<file path="src/rtl/decoder_scan_nbit.sv">
// rtl/decoder_scan_nbit.sv - registered N-to-2^N one-hot decoder with dwell-timed sweep sequencer
module decoder_scan_nbit #(
  parameter int N     = 3,
  parameter int DWELL = 4
) (
  input  logic              clk,
  input  logic              reset,
  input  logic              enable,
  input  logic [N-1:0]      a,
  input  logic              mode,
  input  logic              start,
  input  logic              cont,
  output logic [2**N-1:0]   y,
  output logic [N-1:0]      idx,
  output logic              busy,
  output logic              done
);

  localparam int W  = 2**N;
  localparam int DW = (DWELL > 1) ? $clog2(DWELL) : 1;

  localparam logic [DW-1:0] DWELL_LAST = DW'(DWELL - 1);
  localparam logic [N-1:0]  IDX_LAST   = {N{1'b1}};
  localparam logic [W-1:0]  ONE        = {{(W-1){1'b0}}, 1'b1};

  localparam logic [1:0] ST_IDLE   = 2'd0;
  localparam logic [1:0] ST_SWEEP  = 2'd1;
  localparam logic [1:0] ST_FINISH = 2'd2;

  logic [1:0]    state_q, state_d;
  logic [N-1:0]  idx_q, idx_d;
  logic [DW-1:0] dwell_q, dwell_d;
  logic [W-1:0]  y_q, y_d;

  always_comb begin
    state_d = state_q;
    idx_d   = idx_q;
    dwell_d = dwell_q;
    y_d     = '0;
    case (state_q)
      ST_IDLE: begin
        if (!mode) begin
          idx_d = a;
          if (enable) y_d = ONE << a;
        end else if (start) begin
          state_d = ST_SWEEP;
          idx_d   = '0;
          dwell_d = '0;
          if (enable) y_d = ONE;
        end
      end
      ST_SWEEP: begin
        // disabled cycles freeze idx/dwell so the remaining dwell resumes later
        if (enable) begin
          if (dwell_q == DWELL_LAST) begin
            dwell_d = '0;
            if (idx_q != IDX_LAST) idx_d = idx_q + N'(1);
            else if (cont)         idx_d = '0;
            else                   state_d = ST_FINISH;
          end else begin
            dwell_d = dwell_q + DW'(1);
          end
          if (state_d == ST_SWEEP) y_d = ONE << idx_d;
        end
      end
      ST_FINISH: begin
        state_d = ST_IDLE;
      end
      default: begin
        state_d = ST_IDLE;
      end
    endcase
  end

  always_ff @(posedge clk) begin
    if (reset) begin
      state_q <= ST_IDLE;
      idx_q   <= '0;
      dwell_q <= '0;
      y_q     <= '0;
    end else begin
      state_q <= state_d;
      idx_q   <= idx_d;
      dwell_q <= dwell_d;
      y_q     <= y_d;
    end
  end

  assign y    = y_q;
  assign idx  = idx_q;
  assign busy = (state_q == ST_SWEEP);
  assign done = (state_q == ST_FINISH);

endmodule

</file>
<file path="config.mk">
export PLATFORM = sky130hd
export DESIGN_NAME = decoder_scan_nbit
export DESIGN_NICKNAME = d
export VERILOG_FILES = /design/src/rtl/decoder_scan_nbit.sv
export SDC_FILE = /design/constraint.sdc
export NUM_CORES = 1
export LEC_CHECK = 0
export ABC_AREA = 1
export BUFFER_PORTS_ARGS = -buffer_cell sky130_fd_sc_hd__buf_2
export CORE_MARGIN = 3
export CORE_UTILIZATION = 47
export CTS_BUF_LIST = sky130_fd_sc_hd__clkbuf_8
export DETAILED_ROUTE_END_ITERATION = 10
export GPL_TIMING_DRIVEN = 0
export PLACE_DENSITY = 0.71
export SLEW_MARGIN = 20
export SYNTH_ARGS = -nofsm -noshare
export SYNTH_HDL_FRONTEND = slang
export SYNTH_SLANG_ARGS = --single-unit
</file>
<file path="constraint.sdc">
create_clock -name clk -period 1.6 [get_ports clk]
set_input_delay 0.32 -clock clk [delete_from_list [all_inputs] [get_ports clk]]
set_output_delay 0.32 -clock clk [all_outputs]
set_load 0.05 [all_outputs]
</file>
After elaboration in Yosys (flattened, before gate mapping)
Cells that the tools add are included.
{"block": "word_totals", "register_bits": 15, "output_inout_bits": 13}
{"block": "classes", "add_sub_neg": 2, "n_eq_ne": 9, "shift": 2, "muxes": 30, "n_reduce_logical": 5}
{"operator": "$mux W8", "count": 4}
{"operator": "$mux W2", "count": 12}
{"operator": "$mux W3", "count": 8}
{"operator": "$pmux W8 S2", "count": 1}
{"operator": "$shl A1 B3 Y8 const A", "count": 2}
{"operator": "$pmux W2 S2", "count": 2}
{"operator": "$ne A2 B2 Y1 const B", "count": 3}
{"operator": "$ne A3 B3 Y1 const B", "count": 2}
{"operator": "$pmux W3 S2", "count": 1}
{"operator": "$reduce_and A3 Y1", "count": 2}
{"operator": "$eq A2 B1 Y1 const B", "count": 2}
{"operator": "$eq A2 B2 Y1 const B", "count": 2}
{"operator": "$reduce_and A4 Y1", "count": 1}
{"operator": "$add A3 B1 Y3 const B", "count": 1}
{"operator": "$add A2 B1 Y2 const B", "count": 1}
{"operator": "$logic_not A2 Y1", "count": 1}
{"operator": "$mux W1", "count": 2}
{"operator": "$reduce_bool A2 Y1", "count": 1}

Logic depth before layout (Yosys ltp)
Gate-level depths: netlist of run 1.
{"block": "logic_depth", "word_depth": 9, "ltp_mapped": 10}

Least setup slack after synthesis of run 1
Ideal clock, no wire load.
{"block": "synth_timing", "path_type": "register to register", "start": "register idx_q[1] (netlist: idx[1])", "end": "register y_q[4] (netlist: y[4])", "setup_time_ns": 0.070, "arrival_time_ns": 1.648, "required_time_ns": 1.530, "path_slack_ns": -0.118, "stages_incl_launch_ff": 11, "n_path_buf": 0, "synth_period_minus_slack_ns": 1.718, "path_cell_list": "dfxtp_1 > ha_1 > ha_1 > inv_1 > nand2_1 > nand2_1 > nand2_4 > inv_2 > nor2_1 > nand2_1 > a21oi_1"}
{"block": "synth_via", "elab_chain_len": 9, "word_cells_on_any_way": 16}
{"item": "from (decl)", "line_no": "31", "text": "logic [N-1:0] idx_q, idx_d;"}
{"item": "from (signal assigned)", "line_no": "83", "text": "idx_q <= idx_d;"}
{"item": "$add A3 B1 Y3, or another cell as far along", "line_no": "57", "text": "if (idx_q != IDX_LAST) idx_d = idx_q + N'(1);"}
{"item": "$mux W3 or $mux W2 (tied branches)", "line_no": "57"}
{"item": "$mux W3 or $mux W2 (tied branches)", "line_no": "55", "text": "if (dwell_q == DWELL_LAST) begin"}
{"item": "$mux W3 or $mux W2 (tied branches)", "line_no": "54", "text": "if (enable) begin"}
{"item": "$mux W3 or $mux W2 (tied branches)", "line_no": "40", "text": "case (state_q)"}
{"item": "$shl A1 B3 Y8 or $eq A2 B1 Y1 (tied branches)", "line_no": "63", "text": "if (state_d == ST_SWEEP) y_d = ONE << idx_d;"}
{"item": "$mux W8 (*)", "line_no": "63"}
{"item": "$mux W8 (*)", "line_no": "54"}
{"item": "$pmux W8 S2 (*)", "line_no": "40"}
{"item": "to (signal assigned)", "line_no": "85", "text": "y_q <= y_d;"}
{"item": "to (decl)", "line_no": "33", "text": "logic [W-1:0] y_q, y_d;"}
Mark *: on every way between the ends. The rest lies on a longest branch, timed or not. The select of a mux whose other input is x is not followed.
A chain may end at the register's enable or synchronous reset.

Final worst setup path of run 1
{"block": "layout_timing", "start": "register state_q[0]", "end": "output port busy"}
{"block": "layout_via", "elab_chain_len": 1}
{"item": "from (decl)", "line_no": "30", "text": "logic [1:0] state_q, state_d;"}
{"item": "from (signal assigned)", "line_no": "82", "text": "state_q <= state_d;"}
{"item": "$eq A2 B1 Y1", "line_no": "91", "text": "assign busy = (state_q == ST_SWEEP);"}
{"item": "to (decl)", "line_no": "15", "text": "output logic busy,"}
No other way between the ends.

==> flow_summary.yaml, run 1 <==
flow_run:
  cap_viol_max_count: 0
critical_path:
  cp.arrival_ns: 1.17
  rr_startpoint: "idx[0]$_SDFFE_PP0P_"
  startpoint_type: "register"
  path_cells: "inv_2, nor2_8, clkbuf_4"
  cp-end-kind: "output pin"
  critPathTopFamily: "flip-flops"
  critical_path.max_stage_delay_ns: 0.38
  cpMaxStageDelayCell: "dfxtp_1"
  r2r-end: "y[6]$_SDFF_PP0_"
  criticalPathCategory: "reg -> out"
  worstRegToRegCells: 9
  reg2reg_slack_ns: 0.12
  cp.required_ns: 1.28
  worst-path-buf-inv: 2
  cp_max_fo: 9
logic_synthesis:
  synth_top_area_share_pct: 32.8
  synth_area_leader_cell: "dfxtp_1"
  synthesis.nets: 140
  synth.distinct_cells: 21
  synth.area.top_cells: "dfxtp_1 33%, nand2_1 12%, a21oi_1 8.2%, nand3_1 6.0%, ha_1 5.5%"
  synth_warnings: 0
  ys_ff_latch: 15
  avgSynthCellArea_sq_um: 7.21
  synth.cell_area_sq_um: 916
  yosysSeqAreaShare_pct: 32.8
  syn_inst: 127
clock_network:
  numClockSinks: 15
  numCtsBuffers: 3
  cts_tree: "built"
  root_buffer: "clkbuf_8"
  post_cts_buffers: 0
  clk_latency_ns: 0.24
  ctsHtreeMaxLevel: 1
  path_clk_slew_ns: 0.06
  clock_path_buffers: 2
  ctsHoldBuffers: 0
  cts_resized: 0
drt:
  vias_per_cell: 4.90
  vias: 868
  drc: 0
  first_pass_iters: 4
  ant_nets: 0
  drtIter0Drc: 18
  wl_per_cell_um: 11.0
  wl_mm: 1.95
power:
  p_per_area_nw_per_um2: 829
  internal_power_mw: 0.629
  pwr-share-comb_pct: 24.1
  p_sw_mw: 0.296
  ir_drop_mv: 0.600
  p_seq_share_pct: 43.8
  power_leakage_nw: 0.536
  switching_share_pct: 32.0
  pwr-share-clk_pct: 32.1
layout:
  fin_nets: 166
  final_core_util_pct: 62.5
  mostFrequentLayoutCells: "28 x nand2_1, 20 x buf_2, 14 x a21oi_1"
  layout-area-overhead-vs-synth_pct: 21.7
  drive_above_1_share_pct: 33.6
  antenna_cells: 0
  design_area_sq_um: 1110
  fin_cells: 177
  layout_commonest_cell: "nand2_1"
sta:
  setup_slack_ns: 0.108
  max_slew_margin_pct: 81.6
  finalHoldViolCount: 0
  worst_pin_slew_ns: 0.276
  fin_crit_sh_pct: 93.3
  setup_viol: 0
  period_needed_ns: 1.49
  slew_viol_final: 0
  tns_ns: 0
  max_freq_ghz: 0.670
  clock_skew_ns: 0.00343
global_routing:
  grt_first_pass_wirelength_mm: 3.48
  antenna_found_initial: 0
  grt_overflow: 0
  grt_start_max_net_pins: 10
  gr-usage-all-layers_pct: 18.0
  grt_pass1_vias: 809
worst_hold_path:
  hold_end: "dwell_q[1]$_SDFFE_PP0P_"
  worstHoldStart: "reset"
  hold_path_depth: 2
  hold_class: "in -> reg"
outcome:
  status: "complete, no violations"
placement:
  portBuffers: 21
  hpwlAfterDp_mm: 1.56
  gp_congestion: 0.871
  dpl_cell_area_sq_um: 1050
  dp_slack_ns: 0.0869
  dp.cells: 173
die:
  ios: 22
  die-area_sq_um: 2510
  row_count: 15
  start_util_pct: 51.4
  fp.dieW_um: 50.1
  die_y_um: 50.1
  design.core.area_sq_um: 1780
[area by class of cell]
class / count / area, sq um
clock inverters: 1 / 5.00
repair buffers: 21 / 108
flip-flops and latches: 15 / 303
fillers: 175 / 668
plain buffers: 1 / 11.3
inverters: 17 / 63.8
well taps: 25 / 31.3
clock buffers: 3 / 41.3
multi-input cells: 94 / 552
[routing by layer]
layer	wire length (um)	GRT usage, %	up-vias
met5	0	0	-
met4	48	8.29	0
met3	91	3.86	6
met2	859	29.1	24
met1	952	22.7	378
li1	-	-	460
[cells by family after synthesis]
group / share of synthesized area, %
flops: 32.8
simple gates: 39.1
buf+inv: 8.20
compound gates: 14.5
fa+ha+maj: 5.46
[through the flow]
stage               power (mW)  hold WS [ns]
floorplan                0.574         0.389
global placement         0.624         0.473
detailed placement       0.629         0.479
CTS                      0.925         0.276
global route             0.978         0.295
finish                   0.924         0.279
[cell usage after synthesis]
cell     number
a21oi_1      15
a21oi_4       1
buf_6         1
dfxtp_1      15
ha_1          4
inv_1        13
inv_2         4
nand2_1      29
nand2_2       1
nand2_4       4
nand3_1      11
nand3_2       4
nor2_1       13
nor2_2        1
nor2_4        1
nor2_8        1
nor3_1        2
o21ai_0       2
o21ai_1       3
o21ai_4       1
or2_0         1
[power by group through the flow]
stage	Sequential [mW]	Combinational, mW	Clock, mW
detailed placement	0.412	0.217	0
finish	0.405	0.223	0.297
floorplan	0.450	0.124	0
CTS	0.405	0.218	0.302
global placement	0.411	0.213	0
global route	0.407	0.249	0.323
[registers in the layout, indices dropped and copies added (netlist names)]
register,cells
y,8
idx,3
dwell_q,2
state_q,2
[how the worst max path moves through the flow]
stage	start	endpoint	slack (ns)	cells past startpoint
final	state_q[0]$_SDFFE_PP0P_	busy	0.11	3
after global routing	idx[0]$_SDFFE_PP0P_	y[6]$_SDFF_PP0_	-0.009	9
after CTS	idx[0]$_SDFFE_PP0P_	y[3]$_SDFF_PP0_	0.05	9
after detailed placement	idx[0]$_SDFFE_PP0P_	y[3]$_SDFF_PP0_	0.09	9
after global placement	idx[0]$_SDFFE_PP0P_	y[7]$_SDFF_PP0_	0.12	9
after floorplan	idx[2]$_SDFFE_PP0P_	y[4]$_SDFF_PP0_	0.03	9
Note: power is estimated with default switching activity, not from simulation.
==> inputs of run 2 (changes only) <==
--- a/config.mk
+++ b/config.mk
@@ -6,7 +6,7 @@
 export NUM_CORES = 1
 export LEC_CHECK = 0
 export ABC_AREA = 1
-export BUFFER_PORTS_ARGS = -buffer_cell sky130_fd_sc_hd__buf_2
+export BUFFER_PORTS_ARGS = -buffer_cell sky130_fd_sc_hd__buf_4
 export CORE_MARGIN = 3
 export CORE_UTILIZATION = 47
 export CTS_BUF_LIST = sky130_fd_sc_hd__clkbuf_8
==> run 2 against run 1 <==
Net effect: worst hold slack worse by 0.020 ns; sequential power about the same; final area up 4.9%; sequential share of layout area down 1.3 points; via count down 0.69%; global-route usage down 1.6 points; clock-buffer cell count unchanged.
==> flow_summary.yaml, run 2 (synthesis results as in run 1) <==
outcome:
  status: "complete, no violations"
power:
  p_per_area_nw_per_um2: 807
  power_leakage_nw: 0.539
  p_total_mw: 0.944
  ir_drop_mv: 0.638
critical_path:
  cpMaxStageDelayCell: "dfxtp_2"
  rr_startpoint: "idx[0]$_SDFFE_PP0P_"
  cp_max_fo: 5
  worst-path-stages: 6
  worst-path-buf-inv: 0
  cp.required_ns: 1.77
  reg2reg_slack_ns: 0.12
  worstRegToRegCells: 6
  crit_top_cell: "ha_2"
  cp-end-kind: "register"
  critPathTopFamily: "adder cells"
  startpoint_type: "register"
  r2r-end: "y[7]$_SDFF_PP0_"
  path_cells: "ha_2, ha_2, nand3_2, a21oi_4, nand2_1, a21oi_1"
  criticalPathCategory: "reg -> reg"
  cp.arrival_ns: 1.65
  critical_path.max_stage_delay_ns: 0.35
layout:
  layout_commonest_cell: "nand2_1"
  n_fill_cell: 168
  antenna_cells: 0
  regArea_sq_um: 303
  mostFrequentLayoutCells: "27 x nand2_1, 21 x buf_4, 14 x a21oi_1"
  multi_input_comb_area_sq_um: 557
  final_core_util_pct: 65.6
  layout-area-overhead-vs-synth_pct: 27.7
  drive_above_1_share_pct: 34.9
  largest_reg_flops: 8
  fin_nets: 166
sta:
  slew_viol_final: 0
  tns_ns: 0
  fin_crit_sh_pct: 92.6
  worst_pin_slew_ns: 0.268
  finalHoldViolCount: 0
  period_needed_ns: 1.48
  max_slew_margin_pct: 82.1
  setup_slack_ns: 0.119
  holdWs_ns: 0.259
  rsz0062_at_grt: "no"
  clock_skew_ns: 0.00339
  setup_viol: 0
  max_freq_ghz: 0.675
worst_hold_path:
  hold_end: "dwell_q[1]$_SDFFE_PP0P_"
  worstHoldStart: "reset"
  hold_class: "in -> reg"
  hold_path_depth: 2
drt:
  vias_per_cell: 4.87
  wl_mm: 1.93
  drtIter0Drc: 25
  first_pass_iters: 4
  wl_per_cell_um: 10.9
  drc: 0
  vias: 862
  ant_nets: 0
flow_run:
  cap_viol_max_count: 0
die:
  row_count: 15
  fp.dieW_um: 50.1
  start_util_pct: 51.4
  design.core.area_sq_um: 1780
  ios: 22
  die-area_sq_um: 2510
  die_y_um: 50.1
clock_network:
  clock_path_buffers: 2
  cts_tree: "built"
  numCtsBuffers: 3
  path_clk_slew_ns: 0.06
  root_buffer: "clkbuf_8"
  numClockSinks: 15
  post_cts_buffers: 0
  ctsHtreeMaxLevel: 1
  clk_latency_ns: 0.24
global_routing:
  grt_pass1_vias: 784
  antenna_found_initial: 0
  gr-usage-all-layers_pct: 16.4
  grt_start_max_net_pins: 10
  grt_overflow: 0
  grt_first_pass_wirelength_mm: 3.24
placement:
  gp_congestion: 0.826
  hpwlAfterDp_mm: 1.58
  portBuffers: 21
  dp_slack_ns: 0.0734
## run 2: layout make-up
type,count,share of cell area (%)
plain buffers,1,0.963
clock buffers,3,3.53
clock inverters,1,0.428
inverters,17,5.45
multi-input cells,94,47.6
flip-flops and latches,15,25.9
well taps,25,2.67
repair buffers,21,13.5
## run 2: metal layers
| metal | vias to the layer above | part of all wire, % | track usage (%) |
|---|---|---|---|
| li1 | 459 | - | - |
| met1 | 381 | 47 | 22.0 |
| met2 | 20 | 46 | 26.7 |
| met3 | 2 | 5.8 | 4.15 |
| met4 | 0 | 0.41 | 2.76 |
| met5 | - | 0 | 0 |
## run 2: report_power, final
part	internal, mW	total, mW	switching, mW	leakage [nW]
registers	0.389	0.405	0.0157	0.123
logic	0.0795	0.234	0.155	0.391
clock network	0.172	0.304	0.132	0.0255
## run 2: timing repair
item                                    CTS  global route
hold buffers                              0             0
endpoints found under the setup margin    0             8
resized for setup                         0             7
## run 2: how the worst max path moves through the flow
stage,startpoint,end,slack (ns)
after global routing,idx[0]$_SDFFE_PP0P_,y[0]$_SDFF_PP0_,0.02
after floorplan,idx[2]$_SDFFE_PP0P_,y[4]$_SDFF_PP0_,0.03
after detailed placement,idx[0]$_SDFFE_PP0P_,y[3]$_SDFF_PP0_,0.07
after global placement,idx[0]$_SDFFE_PP0P_,y[7]$_SDFF_PP0_,0.11
after CTS,idx[0]$_SDFFE_PP0P_,y[0]$_SDFF_PP0_,0.06
final,idx[0]$_SDFFE_PP0P_,y[7]$_SDFF_PP0_,0.12
## run 2: stage by stage
stage / cell area [sq um] / cells
after global routing: 1170 / 177
after detailed placement: 1110 / 173
final: 1170 / 177
after global placement: 1110 / 173
after CTS: 1150 / 177
after floorplan: 918 / 127
==> inputs of run 3 (changes only) <==
--- a/config.mk
+++ b/config.mk
@@ -12,6 +12,7 @@
 export CTS_BUF_LIST = sky130_fd_sc_hd__clkbuf_8
 export DETAILED_ROUTE_END_ITERATION = 10
 export GPL_TIMING_DRIVEN = 0
+export MAX_ROUTING_LAYER = met4
 export PLACE_DENSITY = 0.71
 export SLEW_MARGIN = 20
 export SYNTH_ARGS = -nofsm -noshare
==> run 3 against run 2 <==
Net effect: setup slack hardly changed; global-route usage is 0.44 points higher; non-clock buffer count stayed put; via count stayed put; combinational power hardly changed.
==> flow_summary.yaml, run 3 (synthesis results as in run 1) <==
sta:
  setup_slack_ns: 0.119
  fin_crit_sh_pct: 92.6
  slew_viol_final: 0
  rsz0062_at_grt: "no"
  period_needed_ns: 1.48
  tns_ns: 0
  max_freq_ghz: 0.675
  clock_skew_ns: 0.00334
  max_slew_margin_pct: 82.1
  worst_pin_slew_ns: 0.267
  finalHoldViolCount: 0
  setup_viol: 0
critical_path:
  critical_path.max_stage_delay_ns: 0.35
  criticalPathCategory: "reg -> reg"
  worstRegToRegCells: 6
  cp.arrival_ns: 1.65
  crit_top_cell: "ha_2"
  r2r-end: "y[7]$_SDFF_PP0_"
  cp_max_fo: 5
  startpoint_type: "register"
  cpMaxStageDelayCell: "dfxtp_2"
  critPathLaunch: "idx[0]$_SDFFE_PP0P_"
  reg2reg_slack_ns: 0.12
  rr_startpoint: "idx[0]$_SDFFE_PP0P_"
  path_cells: "ha_2, ha_2, nand3_2, a21oi_4, nand2_1, a21oi_1"
  cp.required_ns: 1.77
  cp-end-kind: "register"
drt:
  vias: 862
  wl_per_cell_um: 10.9
  drc: 0
  wl_mm: 1.93
  ant_nets: 0
  first_pass_iters: 4
  vias_per_cell: 4.87
  drtIter0Drc: 25
worst_hold_path:
  hold_end: "dwell_q[1]$_SDFFE_PP0P_"
  worstHoldStart: "reset"
  hold_path_depth: 2
  hold_class: "in -> reg"
placement:
  dp_slack_ns: 0.0734
  dp.cells: 173
  dpl_cell_area_sq_um: 1110
  hpwlAfterDp_mm: 1.58
  gp_congestion: 0.838
  portBuffers: 21
layout:
  mostFrequentLayoutCells: "27 x nand2_1, 21 x buf_4, 14 x a21oi_1"
  layout-area-overhead-vs-synth_pct: 27.7
  antenna_cells: 0
  design_area_sq_um: 1170
  largest_reg_flops: 8
  layout_commonest_cell: "nand2_1"
  drive_above_1_share_pct: 34.9
  fin_nets: 166
  fin_cells: 177
clock_network:
  numCtsBuffers: 3
  root_buffer: "clkbuf_8"
  ctsHtreeMaxLevel: 1
  clk_latency_ns: 0.24
  path_clk_slew_ns: 0.06
  clock_path_buffers: 2
  cts_tree: "built"
  numClockSinks: 15
  post_cts_buffers: 0
die:
  row_count: 15
  start_util_pct: 51.4
  ios: 22
  design.core.area_sq_um: 1780
  fp.dieW_um: 50.1
  die-area_sq_um: 2510
  die_y_um: 50.1
power:
  p_total_mw: 0.944
  ir_drop_mv: 0.638
  power_leakage_nw: 0.539
  p_per_area_nw_per_um2: 807
global_routing:
  gr-usage-all-layers_pct: 16.8
  grt_start_max_net_pins: 10
  grt_pass1_vias: 783
  grt_overflow: 0
  grt_first_pass_wirelength_mm: 3.24
  antenna_found_initial: 0
outcome:
  status: "complete, no violations"
flow_run:
  cap_viol_max_count: 0
[run 3: timing repair]
action                                  in CTS  in global routing
hold buffers                                 0                  0
resized for setup                            0                  7
hold endpoints to repair                     0                  0
endpoints found under the setup margin       0                  8
[run 3: worst max path at each step]
stage | end | slack [ns] | cells after the start
CTS | y[0]$_SDFF_PP0_ | 0.06 | 9
global placement | y[7]$_SDFF_PP0_ | 0.11 | 9
global route | y[0]$_SDFF_PP0_ | 0.02 | 9
floorplan | y[4]$_SDFF_PP0_ | 0.03 | 9
detailed placement | y[3]$_SDFF_PP0_ | 0.07 | 9
finish | y[7]$_SDFF_PP0_ | 0.12 | 6
[run 3: stage by stage]
step           hold slack, ns  utilization, %
2_1_floorplan           0.389               -
3_3_place_gp            0.471            62.1
3_5_place_dp            0.480            62.1
4_1_cts                 0.258            64.7
5_1_grt                 0.268            65.6
6_report                0.259            65.6
[run 3: power by group]
part           internal (mW)  switching (mW)  total (mW)  leakage [nW]
clock network          0.172           0.132       0.304        0.0255
registers              0.389          0.0157       0.405         0.123
logic                 0.0795           0.155       0.234         0.391
[run 3: metal layers]
layer  global-route usage (%)  wire [um]
met4                     2.76         11
met1                     22.1        931
met5                        -          0
met3                     3.86        102
met2                     26.7        884
[run 3: area by class of cell]
cell class	count	area, sq um
plain buffers	1	11.3
fillers	168	613
well taps	25	31.3
clock inverters	1	5.00
flip-flops and latches	15	303
multi-input cells	94	557
inverters	17	63.8
clock buffers	3	41.3
repair buffers	21	158
[run 3: worst max-delay path, delay by kind of cell, from the launching register on]
family                   cells  cell delay (ns)
AO/OA/AOI/OAI                2             0.34
adder cells (fa/ha/maj)      2             0.52
flip-flops                   1             0.35
AND/OR/NAND/NOR              2             0.20
